===== src/rtl/cam_frame_writer.sv =====
// cam_frame_writer
//   Captures one OV7670 RGB565 frame (byte stream) and writes it as RGB332
//   pixels into the H_PIX x V_PIX frame buffer read by the colour analyser.
//   Ports:
//     clk, rst        system clock, synchronous active-high reset
//     init            start request, honoured only in IDLE / DONE
//     cam_pclk/href/vsync/data   asynchronous camera pins (pclk used as data)
//     mem_addr/data/we  frame buffer write port, one strobe per pixel
//     busy            high while waiting for vsync or capturing
//     done            level, frame finished; short_frame valid with it
module cam_frame_writer #(
    parameter int H_PIX = 160,
    parameter int V_PIX = 120,
    parameter int AW    = 15
) (
    input  logic          clk,
    input  logic          rst,
    input  logic          init,
    input  logic          cam_pclk,
    input  logic          cam_href,
    input  logic          cam_vsync,
    input  logic [7:0]    cam_data,
    output logic [AW-1:0] mem_addr,
    output logic [7:0]    mem_data,
    output logic          mem_we,
    output logic          busy,
    output logic          done,
    output logic          short_frame
);

    localparam int TOTAL = H_PIX * V_PIX;
    localparam int CW    = $clog2(H_PIX + 1);
    localparam int RW    = $clog2(V_PIX + 1);
    localparam logic [CW-1:0] COL_END  = CW'(H_PIX);
    localparam logic [RW-1:0] ROW_END  = RW'(V_PIX);
    localparam logic [AW:0]   WCNT_END = (AW+1)'(TOTAL);

    typedef enum logic [1:0] {IDLE, WAIT_VS, CAPTURE, DONE} state_t;

    // ---------------- input synchronisers ----------------
    logic [1:0] pclk_sy, href_sy, vs_sy;
    logic [7:0] data_s1, data_s2;
    logic       pclk_q, href_q, vs_q;

    always_ff @(posedge clk) begin
        if (rst) begin
            pclk_sy <= '0;
            href_sy <= '0;
            vs_sy   <= '0;
            data_s1 <= '0;
            data_s2 <= '0;
            pclk_q  <= 1'b0;
            href_q  <= 1'b0;
            vs_q    <= 1'b0;
        end else begin
            pclk_sy <= {pclk_sy[0], cam_pclk};
            href_sy <= {href_sy[0], cam_href};
            vs_sy   <= {vs_sy[0], cam_vsync};
            data_s1 <= cam_data;
            data_s2 <= data_s1;
            pclk_q  <= pclk_sy[1];
            href_q  <= href_sy[1];
            vs_q    <= vs_sy[1];
        end
    end

    // Data and href come from the same stage as the pclk sample that fires pe.
    logic href, pe, href_fall, vs_rise, vs_fall;
    assign href      = href_sy[1];
    assign pe        = pclk_sy[1] & ~pclk_q;
    assign href_fall = href_q & ~href_sy[1];
    assign vs_rise   = vs_sy[1] & ~vs_q;
    assign vs_fall   = vs_q & ~vs_sy[1];

    // ---------------- capture FSM ----------------
    state_t        state;
    logic [CW-1:0] col;
    logic [RW-1:0] row;
    logic [AW:0]   wcnt;
    logic          phase;
    logic          seen;      // at least one pixel completed on this line
    logic [5:0]    byte1_rg;  // byte1[7:5], byte1[2:0]

    always_ff @(posedge clk) begin
        if (rst) begin
            state       <= IDLE;
            col         <= '0;
            row         <= '0;
            wcnt        <= '0;
            phase       <= 1'b0;
            seen        <= 1'b0;
            byte1_rg    <= '0;
            mem_addr    <= '0;
            mem_data    <= '0;
            mem_we      <= 1'b0;
            busy        <= 1'b0;
            done        <= 1'b0;
            short_frame <= 1'b0;
        end else begin
            mem_we <= 1'b0;
            case (state)
                IDLE, DONE: begin
                    phase <= 1'b0;
                    if (init) begin
                        state       <= WAIT_VS;
                        busy        <= 1'b1;
                        done        <= 1'b0;
                        short_frame <= 1'b0;
                    end
                end
                WAIT_VS: begin
                    // Counters are cleared here so a partial frame in flight
                    // when we armed never leaks into the buffer.
                    phase <= 1'b0;
                    col   <= '0;
                    row   <= '0;
                    wcnt  <= '0;
                    seen  <= 1'b0;
                    if (vs_fall) state <= CAPTURE;
                end
                CAPTURE: begin
                    if (wcnt == WCNT_END) begin
                        state <= DONE;
                        busy  <= 1'b0;
                        done  <= 1'b1;
                        phase <= 1'b0;
                    end else if (vs_rise) begin
                        state       <= DONE;
                        busy        <= 1'b0;
                        done        <= 1'b1;
                        short_frame <= 1'b1;
                        phase       <= 1'b0;
                    end else if (href_fall) begin
                        // A trailing odd byte is dropped by clearing phase.
                        col   <= '0;
                        phase <= 1'b0;
                        seen  <= 1'b0;
                        if (seen && row < ROW_END) row <= row + RW'(1);
                    end else if (pe && href) begin
                        if (!phase) begin
                            byte1_rg <= {data_s2[7:5], data_s2[2:0]};
                            phase    <= 1'b1;
                        end else begin
                            phase <= 1'b0;
                            seen  <= 1'b1;
                            if (col < COL_END) col <= col + CW'(1);
                            if (col < COL_END && row < ROW_END) begin
                                mem_we   <= 1'b1;
                                mem_addr <= wcnt[AW-1:0];
                                mem_data <= {byte1_rg, data_s2[4:3]};
                                wcnt     <= wcnt + (AW+1)'(1);
                            end
                        end
                    end
                end
                default: state <= IDLE;
            endcase
        end
    end

endmodule

===== config.mk =====
export PLATFORM = sky130hd
export DESIGN_NAME = cam_frame_writer
export DESIGN_NICKNAME = d
export VERILOG_FILES = /design/src/rtl/cam_frame_writer.sv
export SDC_FILE = /design/constraint.sdc
export NUM_CORES = 1
export LEC_CHECK = 0
export BUFFER_PORTS_ARGS = -buffer_cell sky130_fd_sc_hd__buf_2
export CORE_AREA = 2 2 90 92
export DETAILED_ROUTE_END_ITERATION = 10
export DIE_AREA = 0 0 92 94
export GPL_ROUTABILITY_DRIVEN = 0
export GPL_TIMING_DRIVEN = 0
export PLACE_DENSITY_LB_ADDON = 0.12
export SYNTH_ARGS = -nofsm -noshare
export SYNTH_HDL_FRONTEND = slang
export SYNTH_SLANG_ARGS = --single-unit

===== constraint.sdc =====
create_clock -name clk -period 1.8 [get_ports clk]
set_input_delay 0.09 -clock clk [delete_from_list [all_inputs] [get_ports clk]]
set_output_delay 0.09 -clock clk [all_outputs]
set_load 0.02 [all_outputs]

==> flow_metrics.py, run 1 <==
metrics = {
    "min_path": {
        "holdPathStages": 4,
        "hp-class": "input pin to flip-flop",
    },
    "synth": {
        "synth_fp_nets": 457,
        "synth_edf_count": 0,
        "avgSynthCellArea_sq_um": 8.63,
        "syn_area_sq_um": 3760,
        "synthDistinctLibCells": 46,
        "ys_ff_latch": 93,
        "synth-async-reset-ratio_pct": 0,
        "synth_ff_type": "dfxtp_1",
        "ys.warnings.count": 0,
        "syn_inst": 436,
        "yosysSeqAreaShare_pct": 49.5,
    },
    "timing": {
        "finalClockSkew_ns": 0.0103,
        "relSlewSlack_pct": 59.2,
        "finalSetupViolations": 1,
        "fin_crit_sh_pct": 102,
        "tightest_slew_ns": 0.611,
        "slew_viol_final": 0,
        "hold_viol_final": 0,
        "setup_ws_ns": -0.0332,
        "finalSetupTns_ns": -0.0332,
        "fin_crit_ns": 1.83,
        "fmax_mhz": 546,
        "rsz0062_at_grt": "true",
    },
    "placement": {
        "placed_cell_area_sq_um": 4100,
        "place_ws_ns": -0.514,
        "portBuffers": 40,
        "dp_hpwl_mm": 5.60,
    },
    "grt": {
        "grtUsageMet3_pct": 3.45,
        "met1_usage_pct": 26.6,
        "grt_pass1_vias": 3158,
        "top_usage_layer": "met2",
        "grtUsageMet2_pct": 36.6,
        "grt_use_total_pct": 21.3,
        "grt_pass1_wl_mm": 14.7,
        "grt_max_degree": 19,
        "overflow": 0,
        "antenna_found_initial": 0,
    },
    "final_layout": {
        "diodes": 0,
        "final_cell_mix": "dfxtp_1, nand2_1, a21oi_1",
        "layout-drive-gt1-share_pct": 29.0,
        "nNetsFinal": 540,
        "area_growth_pct": 30.8,
        "fin_area_sq_um": 4920,
        "n_fill_cell": 651,
        "mostFrequentLayoutCell": "dfxtp_1",
    },
    "clock_tree": {
        "cts_max_path_buffers": 2,
        "tritoncts": "yes",
        "numCtsBuffers": 9,
        "insertion_delay_ns": 0.36,
        "cts-root-buf": "clkbuf_8",
        "clkSinkCount": 93,
        "h-tree-depth": 3,
        "path_clk_slew_ns": 0.10,
    },
    "die": {
        "ios": 41,
        "start_util_pct": 49.5,
        "die_y_microns": 94,
        "core_area_sq_um": 7610,
        "dieArea_sq_um": 8650,
        "die_x_microns": 92,
        "core.rowCount": 32,
    },
    "run_status": {
        "violations": "setup timing",
        "status": "finished with violations",
    },
    "critical_path": {
        "regToRegSetupSlack_ns": -0.03,
        "cp.arrival_ns": 2.08,
        "crit_required_ns": 2.05,
        "worstSetupPathType": "flip-flop to flip-flop",
        "start_kind": "flip-flop",
        "crit_slowest_cell": "dfxtp_1",
        "slowest_delay_ns": 0.50,
        "critPathCaptureType": "flip-flop",
        "crit_chain": "and4bb_4 > nand4_4 > and3_4 > and3_1 > or3_1",
        "reg2reg_depth": 5,
        "path_max_fanout": 8,
    },
    "detailed_routing": {
        "postRouteAntennaNets": 0,
        "viasPerCell": 5.42,
        "vias": 3390,
        "wire_per_inst_microns": 14.7,
        "first_pass_iters": 4,
        "drcViolationCount": 0,
        "wirelength_mm": 9.22,
        "dr.first_iter.drc_count": 161,
    },
    "power": {
        "p_total_mw": 4.41,
        "ir_drop_mv": 0.756,
        "power.density_nw_per_um2": 896,
        "power.leakage_nw": 1.98,
    },
    "job": {
        "drv_cap": 0,
    },
}
Yosys cell counts (2+ instances only):
| cell | n | area, sq um |
|---|---|---|
| nor2_1 | 32 | 120 |
| a211oi_1 | 4 | 30.0 |
| nand3_1 | 6 | 30.0 |
| o21a_1 | 2 | 15.0 |
| o21ai_0 | 36 | 180 |
| o31ai_1 | 4 | 30.0 |
| and3_1 | 12 | 75.1 |
| or4_1 | 2 | 15.0 |
| nor3_1 | 4 | 20.0 |
| ha_1 | 7 | 87.6 |
| buf_1 | 3 | 11.3 |
| dfxtp_1 | 93 | 1860 |
| a21o_1 | 2 | 15.0 |
| nand3b_1 | 2 | 15.0 |
| nand2_1 | 63 | 236 |
| inv_1 | 11 | 41.3 |
| a31oi_1 | 6 | 37.5 |
| nand4b_1 | 2 | 17.5 |
| nand4_1 | 12 | 75.1 |
| or3_1 | 3 | 18.8 |
| o41ai_1 | 3 | 26.3 |
| buf_4 | 2 | 15.0 |
| buf_6 | 2 | 22.5 |
| nor2b_1 | 28 | 175 |
| a41oi_1 | 3 | 26.3 |
| nand2b_1 | 8 | 50.1 |
| clkbuf_1 | 11 | 41.3 |
| buf_2 | 4 | 20.0 |
| a21oi_1 | 47 | 235 |
| mux2i_1 | 6 | 60.1 |
cell families after synthesis:
kind of cell | after synthesis | share of synthesized area [%]
adder cells (fa/ha/maj) | 7 | 2.33
multiplexers | 7 | 1.90
AND/OR/NAND/NOR | 185 | 25.6
AO/OA/AOI/OAI | 110 | 16.5
buffers and inverters | 34 | 4.12
flip-flops | 93 | 49.5
critical path: cells and delay by family, from the launching register on:
kind | cells | cell delay, ns
AND/OR/NAND/NOR | 5 | 1.21
flip-flops | 1 | 0.50
state kept, by name (all words and copies together) (netlist names), 2 cells and up:
| name | cells |
|---|---|
| vs_sy | 2 |
| col | 8 |
| byte1_rg | 6 |
| wcnt | 16 |
| data_s2 | 8 |
| data_s1 | 8 |
| row | 7 |
| href_sy | 2 |
| mem_addr | 15 |
| state | 2 |
| mem_data | 8 |
| pclk_sy | 2 |
through the flow:
step	hold WS (ns)	util, %	instances
2_1_floorplan	0.218	-	436
3_3_place_gp	0.302	53.9	578
3_5_place_dp	0.303	53.9	578
4_1_cts	0.0746	62.3	619
5_1_grt	0.137	64.7	626
6_report	0.105	64.7	626
report_power, final:
| group | internal (mW) | switching, mW |
|---|---|---|
| registers | 2.11 | 0.0398 |
| clock network | 0.678 | 0.813 |
| logic | 0.323 | 0.440 |
| total | 3.11 | 1.29 |
metal layers:
layer,vias to the layer above,share of wire [%]
li1,1696,-
met1,1607,46
met2,70,49
met3,17,3.1
met4,0,2.1
met5,-,0
path summary, 6_finish.rpt:
path	startpoint	to
max	wcnt[8]$_SDFFE_PP0P_	wcnt[2]$_SDFFE_PP0P_
min	init	short_frame$_SDFFE_PP0P_
max reg2reg	wcnt[8]$_SDFFE_PP0P_	wcnt[2]$_SDFFE_PP0P_
min reg2reg	href_sy[0]$_SDFF_PP0_	href_sy[1]$_SDFF_PP0_
cell type report:
class | count | area, sq um | share of cell area [%]
Multi-Input combinational cell | 310 | 2020 | 41.1
Sequential cell | 93 | 1890 | 38.4
Timing Repair Buffer | 74 | 494 | 10.0
Tap cell | 102 | 128 | 2.59
Clock buffer | 9 | 124 | 2.52
Buffer | 19 | 124 | 2.52
Clock inverter | 7 | 92.6 | 1.88
Inverter | 12 | 50.0 | 1.02
timing repair:
item,in CTS,in global routing
endpoints found under the setup margin,60,53
endpoints found under the hold margin,11,0
gates cloned,1,0
resized for setup,54,46
hold buffers,11,0
pin swaps,15,16
setup buffers,15,8
(Power assumes the default switching activity.)
==> inputs of run 2 (changes only) <==
SETUP_SLACK_MARGIN = 0.3   (was unset)
==> run 2 against run 1 <==
Net effect:
- the flow still finishes with violations (setup timing)
- final cell count up 0.48%
- first-iteration DRC count down 11%
- global-route usage up 0.35 points
- non-clock buffer count up 4
- total power down 2.1%
- wire length up 1.5%
- core utilization up 2.5 points
- flip-flop and latch count unchanged
- critical endpoint unchanged
- register-to-register slack worse by 0.06 ns
- via count up 1.3%
==> flow_metrics.py, run 2 (same netlist as run 1, synthesis figures left out) <==
metrics = {
    "run_status": {
        "status": "finished with violations",
        "violations": "setup timing",
    },
    "die": {
        "start_util_pct": 49.5,
        "dieArea_sq_um": 8650,
        "core.rowCount": 32,
        "core_area_sq_um": 7610,
        "die_y_microns": 94,
        "ios": 41,
        "die_x_microns": 92,
    },
    "critical_path": {
        "worst_path_most_repeated_cell": "and3_4",
        "start_kind": "flip-flop",
        "crit_slowest_cell": "dfxtp_1",
        "crit_chain": "nor4b_4 > nand4_4 > and3_4 > buf_6 > and3_4 > or3_1",
        "critPathCaptureType": "flip-flop",
        "cp.arrival_ns": 2.15,
        "cp_top_family": "simple AND/OR/NAND/NOR gates",
        "path_max_fanout": 7,
        "crit_required_ns": 2.05,
        "slowest_delay_ns": 0.40,
        "regToRegSetupSlack_ns": -0.1,
        "path_buf_inv": 1,
        "worstSetupPathType": "flip-flop to flip-flop",
    },
    "clock_tree": {
        "tritoncts": "yes",
        "numCtsBuffers": 9,
        "insertion_delay_ns": 0.37,
        "clkSinkCount": 93,
        "cts_max_path_buffers": 2,
        "h-tree-depth": 3,
        "path_clk_slew_ns": 0.10,
        "cts-root-buf": "clkbuf_8",
    },
    "power": {
        "power.density_nw_per_um2": 844,
        "power.leakage_nw": 2.16,
        "ir_drop_mv": 0.659,
    },
    "min_path": {
        "hp-class": "input pin to flip-flop",
    },
    "detailed_routing": {
        "vias": 3434,
        "first_pass_iters": 5,
        "wirelength_mm": 9.36,
        "drcViolationCount": 0,
        "postRouteAntennaNets": 0,
        "dr.first_iter.drc_count": 143,
        "viasPerCell": 5.46,
        "wire_per_inst_microns": 14.9,
    },
    "final_layout": {
        "postLayoutCoreUtil_pct": 67.2,
        "layout-drive-gt1-share_pct": 33.6,
        "nNetsFinal": 543,
        "area_growth_pct": 35.8,
        "reg_top3": "wcnt: 16 flops, mem_addr: 15 flops",
        "mostFrequentLayoutCell": "dfxtp_1",
        "largest_reg_flops": 16,
        "final_cell_mix": "dfxtp_1, nand2_1, buf_2",
        "fin_area_sq_um": 5110,
        "finalNonFillerCells": 629,
        "diodes": 0,
        "top_register": "wcnt",
    },
    "grt": {
        "grt_max_degree": 20,
        "grt_pass1_vias": 3241,
        "overflow": 0,
        "grt_use_total_pct": 21.7,
        "antenna_found_initial": 0,
        "grt_pass1_wl_mm": 14.9,
    },
    "timing": {
        "relSlewSlack_pct": 50.3,
        "hold_viol_final": 0,
        "fin_crit_sh_pct": 105,
        "fin_crit_ns": 1.90,
        "rsz0062_at_grt": "true",
        "finalClockSkew_ns": 0.0121,
        "whs_ns": 0.0806,
        "finalSetupViolations": 26,
        "slew_viol_final": 0,
        "tightest_slew_ns": 0.745,
        "finalSetupTns_ns": -0.855,
        "setup_ws_ns": -0.0969,
        "fmax_mhz": 527,
    },
    "placement": {
        "dp_hpwl_mm": 5.77,
        "portBuffers": 40,
        "dpl.cell_count": 578,
        "placed_cell_area_sq_um": 4140,
    },
    "job": {
        "drv_cap": 0,
    },
}
-- run 2: cell count changes in the layout (fill, tap and decap cells not counted), moves of 3 or more --
cell | previous run | this run
dfxtp_1 | 80 | 83
o21ai_1 | 4 | 10
a21oi_1 | 45 | 33
buf_4 | 23 | 17
nand2b_2 | 3 | 0
nand2_2 | 3 | 10
buf_6 | 4 | 13
clkinv_4 | 0 | 4
o21ai_0 | 31 | 24
a21oi_2 | 1 | 13
nand2_4 | 0 | 9
nand2_1 | 60 | 44
-- run 2: worst paths after layout --
path / startpoint / to / cells past startpoint
worst min register to register: pclk_sy[0]$_SDFF_PP0_ / pclk_sy[1]$_SDFF_PP0_ / 1
worst min-delay path: init / state[1]$_SDFFE_PP0P_ / 3
worst max-delay path: wcnt[10]$_SDFFE_PP0P_ / wcnt[2]$_SDFFE_PP0P_ / 6
worst max register to register: wcnt[10]$_SDFFE_PP0P_ / wcnt[2]$_SDFFE_PP0P_ / 6
-- run 2: layer usage --
| layer | vias to the layer above | part of all wire, % | global-route usage (%) |
|---|---|---|---|
| met2 | 96 | 50 | 38.5 |
| met3 | 9 | 4.5 | 4.09 |
| met1 | 1627 | 44 | 25.7 |
| li1 | 1702 | - | - |
| met5 | - | 0 | 0 |
| met4 | 0 | 1.2 | 8.83 |
-- run 2: cell type report --
type                       instances  area, sq um
tap                              102          128
clock buffer                       9          124
sequential                        93         1880
clock inverter                     7         76.3
multi-input combinational        309         2140
timing repair buffer              75          528
inverter                          12         52.6
buffer                            22          184
fill                             621         2500
-- run 2: worst register-to-register path, cell delays in order, from the launching register on --
cell and delay [ns]:
dfxtp_1 0.40, nor4b_4 0.36, nand4_4 0.22, and3_4 0.22, buf_6 0.12, and3_4 0.16, or3_1 0.30
-- run 2: what timing repair did --
item	in CTS	in global routing
setup buffers	17	5
pin swaps	13	16
resized for setup	70	58
cloned	2	0
endpoints found under the hold margin	11	0
hold buffers	11	0
setup endpoints to repair	68	68
-- run 2: power breakdown --
group / internal [mW] / total, mW / switching, mW
clock: 0.550 / 1.40 / 0.848
sequential: 2.12 / 2.15 / 0.0366
combinational: 0.322 / 0.765 / 0.443
total: 2.99 / 4.32 / 1.33
-- run 2: per-stage QoR --
step / total power [mW] / setup WS [ns]
5_1_grt: 4.50 / -0.131
3_3_place_gp: 2.75 / -0.283
3_5_place_dp: 2.76 / -0.344
6_report: 4.32 / -0.0969
4_1_cts: 4.27 / -0.0804
2_1_floorplan: 2.61 / 0.0217
==> inputs of run 3 (changes only) <==
ABC_AREA = 1   (was unset)
CORE_AREA = 2 2 97 99   (was 2 2 90 92)
DIE_AREA = 0 0 99 101   (was 0 0 92 94)
==> run 3 against run 2 <==
Net effect:
- the run now ends clean
- synthesized cell count is 44% higher
- via count grew 24%
- setup slack better by 0.30 ns
- clock power up 5%
- critical path type unchanged
- highest routed layer unchanged
==> flow_metrics.py, run 3 <==
metrics = {
    "grt": {
        "antenna_found_initial": 0,
        "grt_use_total_pct": 22.3,
        "overflow": 0,
        "grt_max_degree": 21,
        "grt_pass1_wl_mm": 18.1,
        "grt_pass1_vias": 3900,
    },
    "clock_tree": {
        "path_clk_slew_ns": 0.12,
        "cts_max_path_buffers": 2,
        "numCtsBuffers": 9,
        "insertion_delay_ns": 0.38,
        "clkSinkCount": 93,
        "cts-root-buf": "clkbuf_8",
        "tritoncts": "yes",
        "h-tree-depth": 3,
    },
    "critical_path": {
        "start_kind": "flip-flop",
        "worstSetupPathType": "flip-flop to flip-flop",
        "reg2reg_from": "wcnt[0]$_SDFFE_PP0P_",
        "crit_chain": "inv_4 > ha_4 > nand3_2 > nor2_2 > nand2_2 > nand2_4 > buf_6 > nand3b_1 > nand2_1 > a21oi_2",
        "path_max_fanout": 4,
        "regToRegSetupSlack_ns": 0.21,
        "crit_required_ns": 2.03,
        "crit_slowest_cell": "dfxtp_4",
        "critPathCaptureType": "flip-flop",
        "reg2reg_depth": 10,
        "slowest_delay_ns": 0.38,
        "worstReg2RegEnd": "state[1]$_SDFFE_PP0P_",
        "cp.arrival_ns": 1.82,
    },
    "final_layout": {
        "nNetsFinal": 755,
        "regArea_sq_um": 1900,
        "largest_reg_flops": 16,
        "n_fill_cell": 736,
        "diodes": 0,
        "top_register": "wcnt",
        "layout-drive-gt1-share_pct": 33.6,
        "postLayoutCoreUtil_pct": 66.7,
        "multiInputGateArea_sq_um": 2480,
        "mostFrequentLayoutCell": "nor2_1",
        "fin_area_sq_um": 5990,
        "finalNonFillerCells": 850,
        "reg_top3": "wcnt: 16 flops, mem_addr: 15 flops",
        "area_growth_pct": 37.7,
        "final_cell_mix": "nor2_1, nand2_1, inv_1",
    },
    "detailed_routing": {
        "wire_per_inst_microns": 13.2,
        "met3_length_microns": 415,
        "postRouteAntennaNets": 0,
        "top_layer_used": "met4",
        "vias": 4244,
        "met2_wirelength_mm": 5.39,
        "viasPerCell": 4.99,
        "wirelength_mm": 11.3,
        "dr.first_iter.drc_count": 151,
        "route.layer.met1.wl_mm": 5.12,
        "drcViolationCount": 0,
        "first_pass_iters": 4,
    },
    "synth": {
        "synth_most_common_cell": "nor2_1",
        "syn_area_sq_um": 4350,
        "yosysTopAreaCell": "dfxtp_1",
        "synthDistinctLibCells": 39,
        "synth_ff_type": "dfxtp_1",
        "syn_inst": 627,
        "yosysSeqAreaShare_pct": 42.8,
        "ys.warnings.count": 0,
        "synth_top_area_share_pct": 42.8,
        "synth_top_cells_by_area": "dfxtp_1, nor2_1, nand2_1",
        "avgSynthCellArea_sq_um": 6.94,
        "synth-async-reset-ratio_pct": 0,
        "synth_fp_nets": 648,
        "ys_ff_latch": 93,
        "synthTopCellsByCount": "nor2_1, nand2_1, dfxtp_1",
        "synth_edf_count": 0,
    },
    "timing": {
        "finalSetupViolations": 0,
        "finalSetupTns_ns": 0,
        "relSlewSlack_pct": 53.8,
        "tightest_slew_ns": 0.693,
        "hold_viol_final": 0,
        "fmax_mhz": 627,
        "fin_crit_sh_pct": 88.6,
        "whs_ns": 0.163,
        "rsz0062_at_grt": "true",
        "finalClockSkew_ns": 0.0169,
        "fin_crit_ns": 1.59,
        "slew_viol_final": 0,
    },
    "run_status": {
        "status": "finished, final reports clean",
    },
    "die": {
        "ios": 41,
        "die_y_microns": 101,
        "die_x_microns": 99,
        "core_area_sq_um": 8980,
        "start_util_pct": 48.5,
        "dieArea_sq_um": 10000,
        "core.rowCount": 35,
    },
    "placement": {
        "dpl.cell_count": 777,
        "placed_cell_area_sq_um": 4710,
        "portBuffers": 39,
        "dp_hpwl_mm": 6.89,
    },
    "power": {
        "power.density_nw_per_um2": 1160,
        "power.leakage_nw": 2.65,
        "ir_drop_mv": 0.805,
    },
    "min_path": {
        "min_from": "rst",
        "whs_endpoint": "wcnt[4]$_SDFFE_PP0P_",
        "hp-class": "input pin to flip-flop",
        "holdPathStages": 2,
    },
    "job": {
        "drv_cap": 0,
    },
}
[run 3: cell types whose count changed after synthesis, sizes merged, moves of 5 or more]
cell and delta:
inv +75, a31oi -6, nor2b -28, a21oi -12, nand4 -5, nand2 +60
mux2i -6, nand3 +38, nand2b -8, and3 -12, nor2 +118
[run 3: cells by family (layout without fill, tap and decap cells)]
group                    Yosys count  count (layout)  synth area share (%)
XOR/XNOR                           2               2                 0.403
buffers and inverters            109             220                  10.7
adder cells (fa/ha/maj)            7               7                  2.01
AND/OR/NAND/NOR                  338             339                  34.3
AO/OA/AOI/OAI                     78              78                  9.80
flip-flops                        93              93                  42.8
[run 3: where the power goes]
| part | switching, mW | internal [mW] | total [mW] |
|---|---|---|---|
| Clock | 0.912 | 0.562 | 1.47 |
| Combinational | 1.72 | 1.38 | 3.10 |
| Sequential | 0.158 | 2.25 | 2.40 |
[run 3: routing by layer]
metal	global-route usage, %	up-vias
met5	0	-
met2	38.6	89
met3	3.40	26
met4	7.80	0
li1	-	2179
met1	28.4	1950
[run 3: worst max-delay path by stage]
stage,start,endpoint,cells after the start
floorplan,state[0]$_SDFFE_PP0P_,col[0]$_SDFFE_PP0P_,10
global placement,wcnt[0]$_SDFFE_PP0P_,mem_addr[0]$_SDFFE_PP0P_,11
detailed placement,wcnt[0]$_SDFFE_PP0P_,mem_addr[0]$_SDFFE_PP0P_,11
CTS,wcnt[0]$_SDFFE_PP0P_,mem_addr[3]$_SDFFE_PP0P_,11
global route,state[0]$_SDFFE_PP0P_,col[6]$_SDFFE_PP0P_,10
finish,wcnt[0]$_SDFFE_PP0P_,state[1]$_SDFFE_PP0P_,10
[run 3: layout make-up]
class / instances / area share (%)
Buffer: 23 / 2.99
Clock buffer: 9 / 2.07
Clock inverter: 7 / 1.52
Inverter: 86 / 5.72
Multi-Input combinational cell: 426 / 41.5
Sequential cell: 93 / 31.7
Tap cell: 111 / 2.32
Timing Repair Buffer: 95 / 12.3
[run 3: repair_timing]
item                                   in CTS  in global routing
gates resized for setup                   101                 78
hold buffers                               11                  0
buffers inserted                           26                 15
pin swaps                                  30                 38
setup endpoints to repair                  68                 66
gates cloned                                5                  0
endpoints found under the hold margin      11                  0
[run 3: through the flow]
| stage | total power [mW] | setup WS [ns] |
|---|---|---|
| finish | 6.98 | 0.206 |
| detailed placement | 4.19 | 0.00672 |
| global placement | 4.14 | 0.0183 |
| global route | 7.40 | 0.111 |
| floorplan | 3.80 | 0.299 |
| CTS | 6.38 | 0.232 |
[run 3: critical path: cells and delay by family, from the launching register on]
kind                       cells  cell delay (ns)
and+or+nand+nor                6             0.67
DFF                            1             0.38
buffers and inverters          2             0.18
adders and majority gates      1             0.13
AOI/OAI and AO/OA              1             0.07
